### config.mk
export PLATFORM = sky130hd
export DESIGN_NAME = nes_controller_responder
export DESIGN_NICKNAME = d
export VERILOG_FILES = /design/src/rtl/nes_controller_responder.sv
export SDC_FILE = /design/constraint.sdc
export NUM_CORES = 1
export LEC_CHECK = 0
export ABC_AREA = 1
export CAP_MARGIN = 20
export CORE_UTILIZATION = 51
export CTS_BUF_LIST = sky130_fd_sc_hd__clkbuf_4
export DETAILED_ROUTE_END_ITERATION = 10
export DONT_BUFFER_PORTS = 1
export PLACE_DENSITY = 0.66
export SLEW_MARGIN = 5
export SYNTH_ARGS = -nofsm -noshare
export SYNTH_HDL_FRONTEND = slang
export SYNTH_SLANG_ARGS = --single-unit
### constraint.sdc
create_clock -name pixelClock -period 2.9 [get_ports pixelClock]
set_input_delay 0.145 -clock pixelClock [delete_from_list [all_inputs] [get_ports pixelClock]]
set_output_delay 0.145 -clock pixelClock [all_outputs]
set_load 0.01 [all_outputs]
### src/rtl/nes_controller_responder.sv
// nes_controller_responder
// ------------------------
// Emulates a standard NES pad on the controller side of the serial link.
// While the (synchronized) latch is high the button vector is loaded,
// inverted, into an 8-bit shift register every cycle. After the latch drops,
// each synchronized rising edge of the pulse input shifts the register right
// and inserts a 1 at the top. CONTROLLER_DATA is always shift register bit 0.
//
// Handshake: this block has no valid/ready pair. The link is a plain
// level/edge protocol. A latch level loads the register. A pulse rising edge
// shifts it. The latch always takes priority over the pulse.
//
// Parameters
//   SYNC_STAGES   flip-flop stages per asynchronous input (2..4)
//   TURBO_PERIOD  latch frames per turbo half-cycle (1..15), turbo build only
//
// Optional feature macro: NES_RESPONDER_TURBO_EN (adds turbo port and logic)
//
// Ports
//   pixelClock        in   design clock
//   resetN            in   asynchronous active-low reset
//   buttons[7:0]      in   pressed = 1 (A,B,Select,Start,Up,Down,Left,Right)
//   turbo[1:0]        in   turbo enables for A / B (turbo build only)
//   CONTROLLER_LATCH  in   asynchronous latch, active high
//   CONTROLLER_PULSE  in   asynchronous shift clock, active high
//   CONTROLLER_DATA   out  serial data, active low
//   readCount[3:0]    out  bits shifted since last latch, saturates at 8
//   frameDone         out  one-cycle pulse as readCount goes 7 -> 8
module nes_controller_responder #(
    parameter int SYNC_STAGES  = 2,
    parameter int TURBO_PERIOD = 2
) (
    input  logic       pixelClock,
    input  logic       resetN,
    input  logic [7:0] buttons,
`ifdef NES_RESPONDER_TURBO_EN
    input  logic [1:0] turbo,
`endif
    input  logic       CONTROLLER_LATCH,
    input  logic       CONTROLLER_PULSE,
    output logic       CONTROLLER_DATA,
    output logic [3:0] readCount,
    output logic       frameDone
);

    // Elaboration-time parameter range checks.
    if (SYNC_STAGES < 2 || SYNC_STAGES > 4) begin : g_bad_sync
        $error("SYNC_STAGES out of range 2..4");
    end
    if (TURBO_PERIOD < 1 || TURBO_PERIOD > 15) begin : g_bad_turbo
        $error("TURBO_PERIOD out of range 1..15");
    end

    typedef enum logic [1:0] {
        ST_IDLE     = 2'd0,
        ST_LOADING  = 2'd1,
        ST_SHIFTING = 2'd2
    } state_e;

    // ------------------------------------------------------------------
    // Input synchronizers and edge detection
    // ------------------------------------------------------------------
    logic [SYNC_STAGES-1:0] latch_sync_q;
    logic [SYNC_STAGES-1:0] pulse_sync_q;
    logic                   latch_hist_q;
    logic                   pulse_hist_q;
    logic                   pulse_rise_q;
    logic                   latch_s;
    logic                   pulse_s;
    logic                   latch_fall;

    assign latch_s    = latch_sync_q[SYNC_STAGES-1];
    assign pulse_s    = pulse_sync_q[SYNC_STAGES-1];
    assign latch_fall = latch_hist_q & ~latch_s;

    always_ff @(posedge pixelClock or negedge resetN) begin
        if (!resetN) begin
            latch_sync_q <= '0;
            pulse_sync_q <= '0;
            latch_hist_q <= 1'b0;
            pulse_hist_q <= 1'b0;
            pulse_rise_q <= 1'b0;
        end else begin
            latch_sync_q <= {latch_sync_q[SYNC_STAGES-2:0], CONTROLLER_LATCH};
            pulse_sync_q <= {pulse_sync_q[SYNC_STAGES-2:0], CONTROLLER_PULSE};
            latch_hist_q <= latch_s;
            pulse_hist_q <= pulse_s;
            // Registered edge strobe: this cycle of delay keeps the pin to
            // data latency at SYNC_STAGES + 2.
            pulse_rise_q <= pulse_s & ~pulse_hist_q;
        end
    end

    // ------------------------------------------------------------------
    // Effective buttons (turbo masking of A/B when compiled in)
    // ------------------------------------------------------------------
    logic [7:0] eff_buttons;

`ifdef NES_RESPONDER_TURBO_EN
    logic [3:0] turbo_cnt_q, turbo_cnt_d;
    logic       phase_q, phase_d;

    // Count completed latches; flip the phase every TURBO_PERIOD of them.
    always_comb begin
        turbo_cnt_d = turbo_cnt_q;
        phase_d     = phase_q;
        if (latch_fall) begin
            if (turbo_cnt_q + 4'd1 == 4'(TURBO_PERIOD)) begin
                turbo_cnt_d = 4'd0;
                phase_d     = ~phase_q;
            end else begin
                turbo_cnt_d = turbo_cnt_q + 4'd1;
            end
        end
    end

    always_ff @(posedge pixelClock or negedge resetN) begin
        if (!resetN) begin
            turbo_cnt_q <= 4'd0;
            phase_q     <= 1'b0;
        end else begin
            turbo_cnt_q <= turbo_cnt_d;
            phase_q     <= phase_d;
        end
    end

    assign eff_buttons = {buttons[7:2],
                          buttons[1] & (~turbo[1] | phase_q),
                          buttons[0] & (~turbo[0] | phase_q)};
`else
    assign eff_buttons = buttons;
`endif

    // ------------------------------------------------------------------
    // Frame FSM, shift register and read counter
    // ------------------------------------------------------------------
    state_e     state_q, state_d;
    logic [7:0] shift_q, shift_d;
    logic [3:0] count_q, count_d;
    logic       done_q, done_d;

    always_comb begin
        state_d = state_q;
        shift_d = shift_q;
        count_d = count_q;
        done_d  = 1'b0;
        if (latch_s) begin
            // Latch wins over everything, including a half-read frame.
            state_d = ST_LOADING;
            shift_d = ~eff_buttons;
            count_d = 4'd0;
        end else begin
            unique case (state_q)
                ST_LOADING, ST_SHIFTING: begin
                    // Being in LOADING with the latch low is the falling edge.
                    state_d = ST_SHIFTING;
                    if (pulse_rise_q) begin
                        shift_d = {1'b1, shift_q[7:1]};
                        count_d = count_q + 4'd1;
                        if (count_q == 4'd7) begin
                            done_d  = 1'b1;
                            state_d = ST_IDLE;
                        end
                    end
                end
                default: begin
                    // IDLE: keep shifting ones out, counter untouched.
                    if (pulse_rise_q) begin
                        shift_d = {1'b1, shift_q[7:1]};
                    end
                end
            endcase
        end
    end

    always_ff @(posedge pixelClock or negedge resetN) begin
        if (!resetN) begin
            state_q <= ST_IDLE;
            shift_q <= 8'hFF;
            count_q <= 4'd0;
            done_q  <= 1'b0;
        end else begin
            state_q <= state_d;
            shift_q <= shift_d;
            count_q <= count_d;
            done_q  <= done_d;
        end
    end

    assign CONTROLLER_DATA = shift_q[0];
    assign readCount       = count_q;
    assign frameDone       = done_q;

endmodule

### Yosys cells after proc, flatten, opt, wreduce, memory -nomap -nowiden

Cells that the tools add are included.

| cells by class | value |
|---|---|
| $add $sub $neg | 1 |
| multiply operators | 0 |
| divide/modulo/power cells | 0 |
| magnitude comparators | 0 |
| equality and inequality tests | 3 |
| shifts and indexed selects | 0 |
| mux-type cells | 13 |
| bitwise gates (word level) | 3 |
| reduce and logical (&&, ||, !) cells | 4 |

Operator list:

| cell | count |
|---|---|
| 8-bit two-way mux | 2 |
| 4-bit two-way mux | 3 |
| 2-bit two-way mux | 4 |
| 8-bit NOT | 1 |
| 4-bit by 1-bit adder with 4-bit output, second input constant | 1 |
| 4-bit by 3-bit == test with 1-bit output, second input constant | 1 |
| 1-bit two-way mux | 4 |
| 2-bit nonzero test | 2 |
| 2-bit by 1-bit == test with 1-bit output, second input constant | 1 |
| 2-bit == test, second input constant | 1 |
| 2-bit AND reduction | 1 |
| 2-bit OR reduction | 1 |
| 1-bit bitwise AND | 1 |
| 1-bit NOT | 1 |

| word-level totals | value |
|---|---|
| register bits after elaboration | 21 |
| bits in latches | 0 |
| RAM bits | 0 |
| ROM bits | 0 |
| input bits | 12 |
| logic and storage cells | 32 |
| memories | 0 |

### Logic depth before layout (Yosys ltp)

| logic depth | value |
|---|---|
| depth in word-level cells | 5 |
| gate-level depth with buffers | 6 |

### Worst setup path before layout

No wires, ideal clock.

| timing | value |
|---|---|
| kind | reg2reg |
| start point | reg count_q[0] (netlist: readCount[0]) |
| end point | reg count_q[2] (netlist: readCount[2]) |
| arrival time | 1070 ps |
| data required time | 2782 ps |
| path slack | 1712 ps |
| cell stages (with the launch flop) | 5 |
| buffers on the path | 0 |
| period minus slack after synthesis | 1188 ps |
| cell sequence | dfrtp_1 -> ha_1 -> or2_2 -> nand3_1 -> o21ai_2 |

| between the ends | value |
|---|---|
| word-level cells in the longest chain between the ends | 4 |

RTL lines:

| what | RTL line | RTL |
|---|---|---|
| start: declaration | 139 | `logic [3:0] count_q, count_d;` |
| start signal: assignment | 185 | `count_q <= count_d;` |
| 4-bit by 1-bit adder with 4-bit output | 159 | `count_d = count_q + 4'd1;` |
| 4-bit two-way mux | 157 | `if (pulse_rise_q) begin` |
| 4-bit two-way mux | 153 | `unique case (state_q)` |
| 4-bit two-way mux | 147 | `if (latch_s) begin` |

No other way between the ends. The select of a mux whose other input is x is not followed.
A chain may end at the register's enable or synchronous reset.

### Worst setup path in the final report

Ends and elaborated chain as after synthesis.

==> impl_results.md <==
- Status: complete, no violations
- YS warnings: 0
- Slowest CP cell: dfrtp_1
- RSZ-0062 raised after global routing: false
- Final worst slack: 1.65 ns
- CTS tree: done
- Max-cap violations: 0
- Final RePlAce weighted congestion: 0.765
- Final Setup Violations: 0
- Avg Cell Area, Syn: 11.2 um^2
- Final WL: 1.53 mm
- Half-perimeter wire length after placement: 1.04 mm
- CTS root buf: clkbuf_4
- CP Max Fanout: 6
- Slowest Stage Delay on Critical Path: 0.48 ns
- Final worst-path cycle share: 43.0%
- Clk_skew: 0.00203 ns
- PwrDens: 519 nW/um^2
- Drt first pass iters: 3
- Sequential cell area: 536 um^2
- Sequential share of the synthesized area: 58.2%
- Syn nets: 95
- Clock tree buffer depth: 2
- Die area: 1980 um^2
- Vias: 594
- Setup TNS: 0 ns
- Total gr overflow: 0
- #FFs+latches synth: 21
- Vias in the first global route: 635
- Main synth FF type: dfrtp_1
- Req. time, crit path: 3.12 ns
- CTS H-tree depth: 1
- Die extent in y: 44.5 um
- Minimum clock period: 1.25 ns
- Latest clock arrival within the worst-skew pair: 0.31 ns
- Floorplan Core Area: 1590 um^2
- # IOs: 18
- Routed Antenna Nets: 0
- Filler Cells Inserted: 113
- Initial antenna violation count: 0
- # DRC: 0
- CP Cell Sequence: ha_1 -> or2_2 -> nand3_1 -> o21ai_2
- Crit path kind: flip-flop to flip-flop
- Initial DRC count: 3
- Worst Tran Pin Value: 0.894 ns
- Top cell type's share of synthesized area: 35.4%
- CTS Sinks: 21
- Routed vias/inst: 4.95
- Share of layout cells above drive strength 1: 32.3%
- EDFF count, synth: 0
- Final hold vios: 0
- Rel. slew slack: 40.2%
- Worst hold path class: flip-flop to flip-flop
- Port buffer count: 0
- Num rows: 14
- Final Max Slew Viols: 0
- Area Growth Syn to Fin: 17.3%
- First-pass GRT wire length: 2.74 mm
- Ant. Diodes: 0
- Max VDD drop: 422 uV
- Leak pwr: 0.481 nW
- Synth cell types: 21
- CP endpoint kind: flip-flop
- Max Freq: 802 MHz
- Pre-CTS WS: 1.66 ns
- Largest net degree at the start of global routing: 22
- Starting Density: 57.7%
- Multi-input logic area: 332 um^2
- Top post-synthesis cells by area: dfrtp_1 35%, dfstp_2 23%, o221ai_2 8.2%
- Num CTS Buffers: 3
- Post-synth ARST share: 100%
- Total track usage: 19.6%
- DR WL/cell: 12.8 um
- Data arrival time of the critical path: 1.46 ns
- Clk slew on worst S/H paths: 0.12 ns
- Die W: 44.5 um
- Post-Syn Area: 920 um^2
- Worst Setup Start Kind: flip-flop
- Cell type with the largest total area after synthesis: dfrtp_1
- Mapped Cells: 82
- Nets@finish: 110
==> logic make-up (layout without fill, tap and decap cells) <==
logic type / Yosys count / count (layout) / share of synthesized area (%)
buf+inv: 12 / 26 / 5.71
flops: 21 / 21 / 58.2
fa+ha+maj: 1 / 1 / 1.36
simple gates: 33 / 33 / 18.0
compound gates: 15 / 15 / 16.7
==> area by class of cell <==
cell class	instances	area share [%]
clock inverters	1	0.696
repair buffers	11	10.2
flip-flops and latches	21	49.7
clock buffers	3	2.09
multi-input cells	49	30.7
inverters	11	3.83
well taps	24	2.78
==> per-layer routing <==
metal / track usage [%] / vias to the layer above / routed length [um]
met2: 30.3 / 16 / 747
met3: 4.90 / 4 / 51
met1: 25.0 / 270 / 697
li1: - / 304 / -
met5: 0 / - / 0
met4: 11.5 / 0 / 36
==> sequential cells by signal (all words and copies together), names as in the netlist <==
register,cells
pulse_sync_q,2
shift_q,8
pulse_hist_q,1
latch_sync_q,2
state_q,2
pulse_rise_q,1
readCount,4
frameDone,1
==> final timing paths <==
kind	startpoint	to	slack (ns)	cells after the start
min in group asynchronous	resetN	readCount[2]	0.39	1
max reg2reg	readCount[0]	readCount[2]	1.65	4
min reg2reg	latch_sync_q[0]	latch_sync_q[1]	0.36	0
max in group asynchronous	resetN	readCount[0]	1.97	1
min	latch_sync_q[0]	latch_sync_q[1]	0.36	0
max	readCount[0]	readCount[2]	1.65	4
==> repair_timing <==
action                    in CTS  in global routing
buffers inserted               0                  0
gates resized for setup        0                  0
hold endpoints to repair      31                  0
hold buffers                  11                  0
==> Yosys cell counts, types with 2 or more instances <==
library cell and number:
o21ai_2 3, nand3_1 4, nand2_1 19, inv_2 3, nand2_4 2, nor2_1 3, o211ai_2 2, inv_1 8
o221ai_2 5, dfstp_2 8, a21oi_1 2, dfrtp_1 13, or2_2 2
==> report_power, final <==
| group | total [mW] | leakage [nW] | switching, mW | internal, mW |
|---|---|---|---|---|
| combinational | 0.0712 | 0.221 | 0.0394 | 0.0319 |
| clock | 0.147 | 0.0139 | 0.0946 | 0.0526 |
| sequential | 0.341 | 0.247 | 0.0185 | 0.323 |
| total | 0.560 | 0.481 | 0.152 | 0.407 |
==> metrics by stage <==
stage               cells  util [%]  hold slack (ns)  cell area, um^2  total power [mW]
global placement      105      58.9           -0.150              938             0.400
detailed placement    105      58.9           -0.150              938             0.401
global route          120      67.7            0.365             1080             0.590
CTS                   120      67.7            0.364             1080             0.568
floorplan              82         -           -0.151              920             0.392
finish                120      67.7            0.362             1080             0.560
==> layout by cell type, fill, tap and decap left out, drive strengths merged <==
cell / n
dfstp: 8
ha: 1
o221ai: 5
nor2: 4
a22oi: 1
clkbuf: 3
nand2: 21
or2: 2
clkinvlp: 1
nand3: 5
o21ai: 5
dfrtp: 13
o211ai: 2
dlygate4sd3: 11
a21oi: 2
inv: 11
nand4: 1
==> worst max-delay path: cells and delay by family, from the launching register on <==
kind / cells / cell delay (ns)
adders and majority gates: 1 / 0.24
DFF: 1 / 0.48
and+or+nand+nor: 2 / 0.37
AOI/OAI and AO/OA: 1 / 0.06
Power figures use the tool's default switching activity.
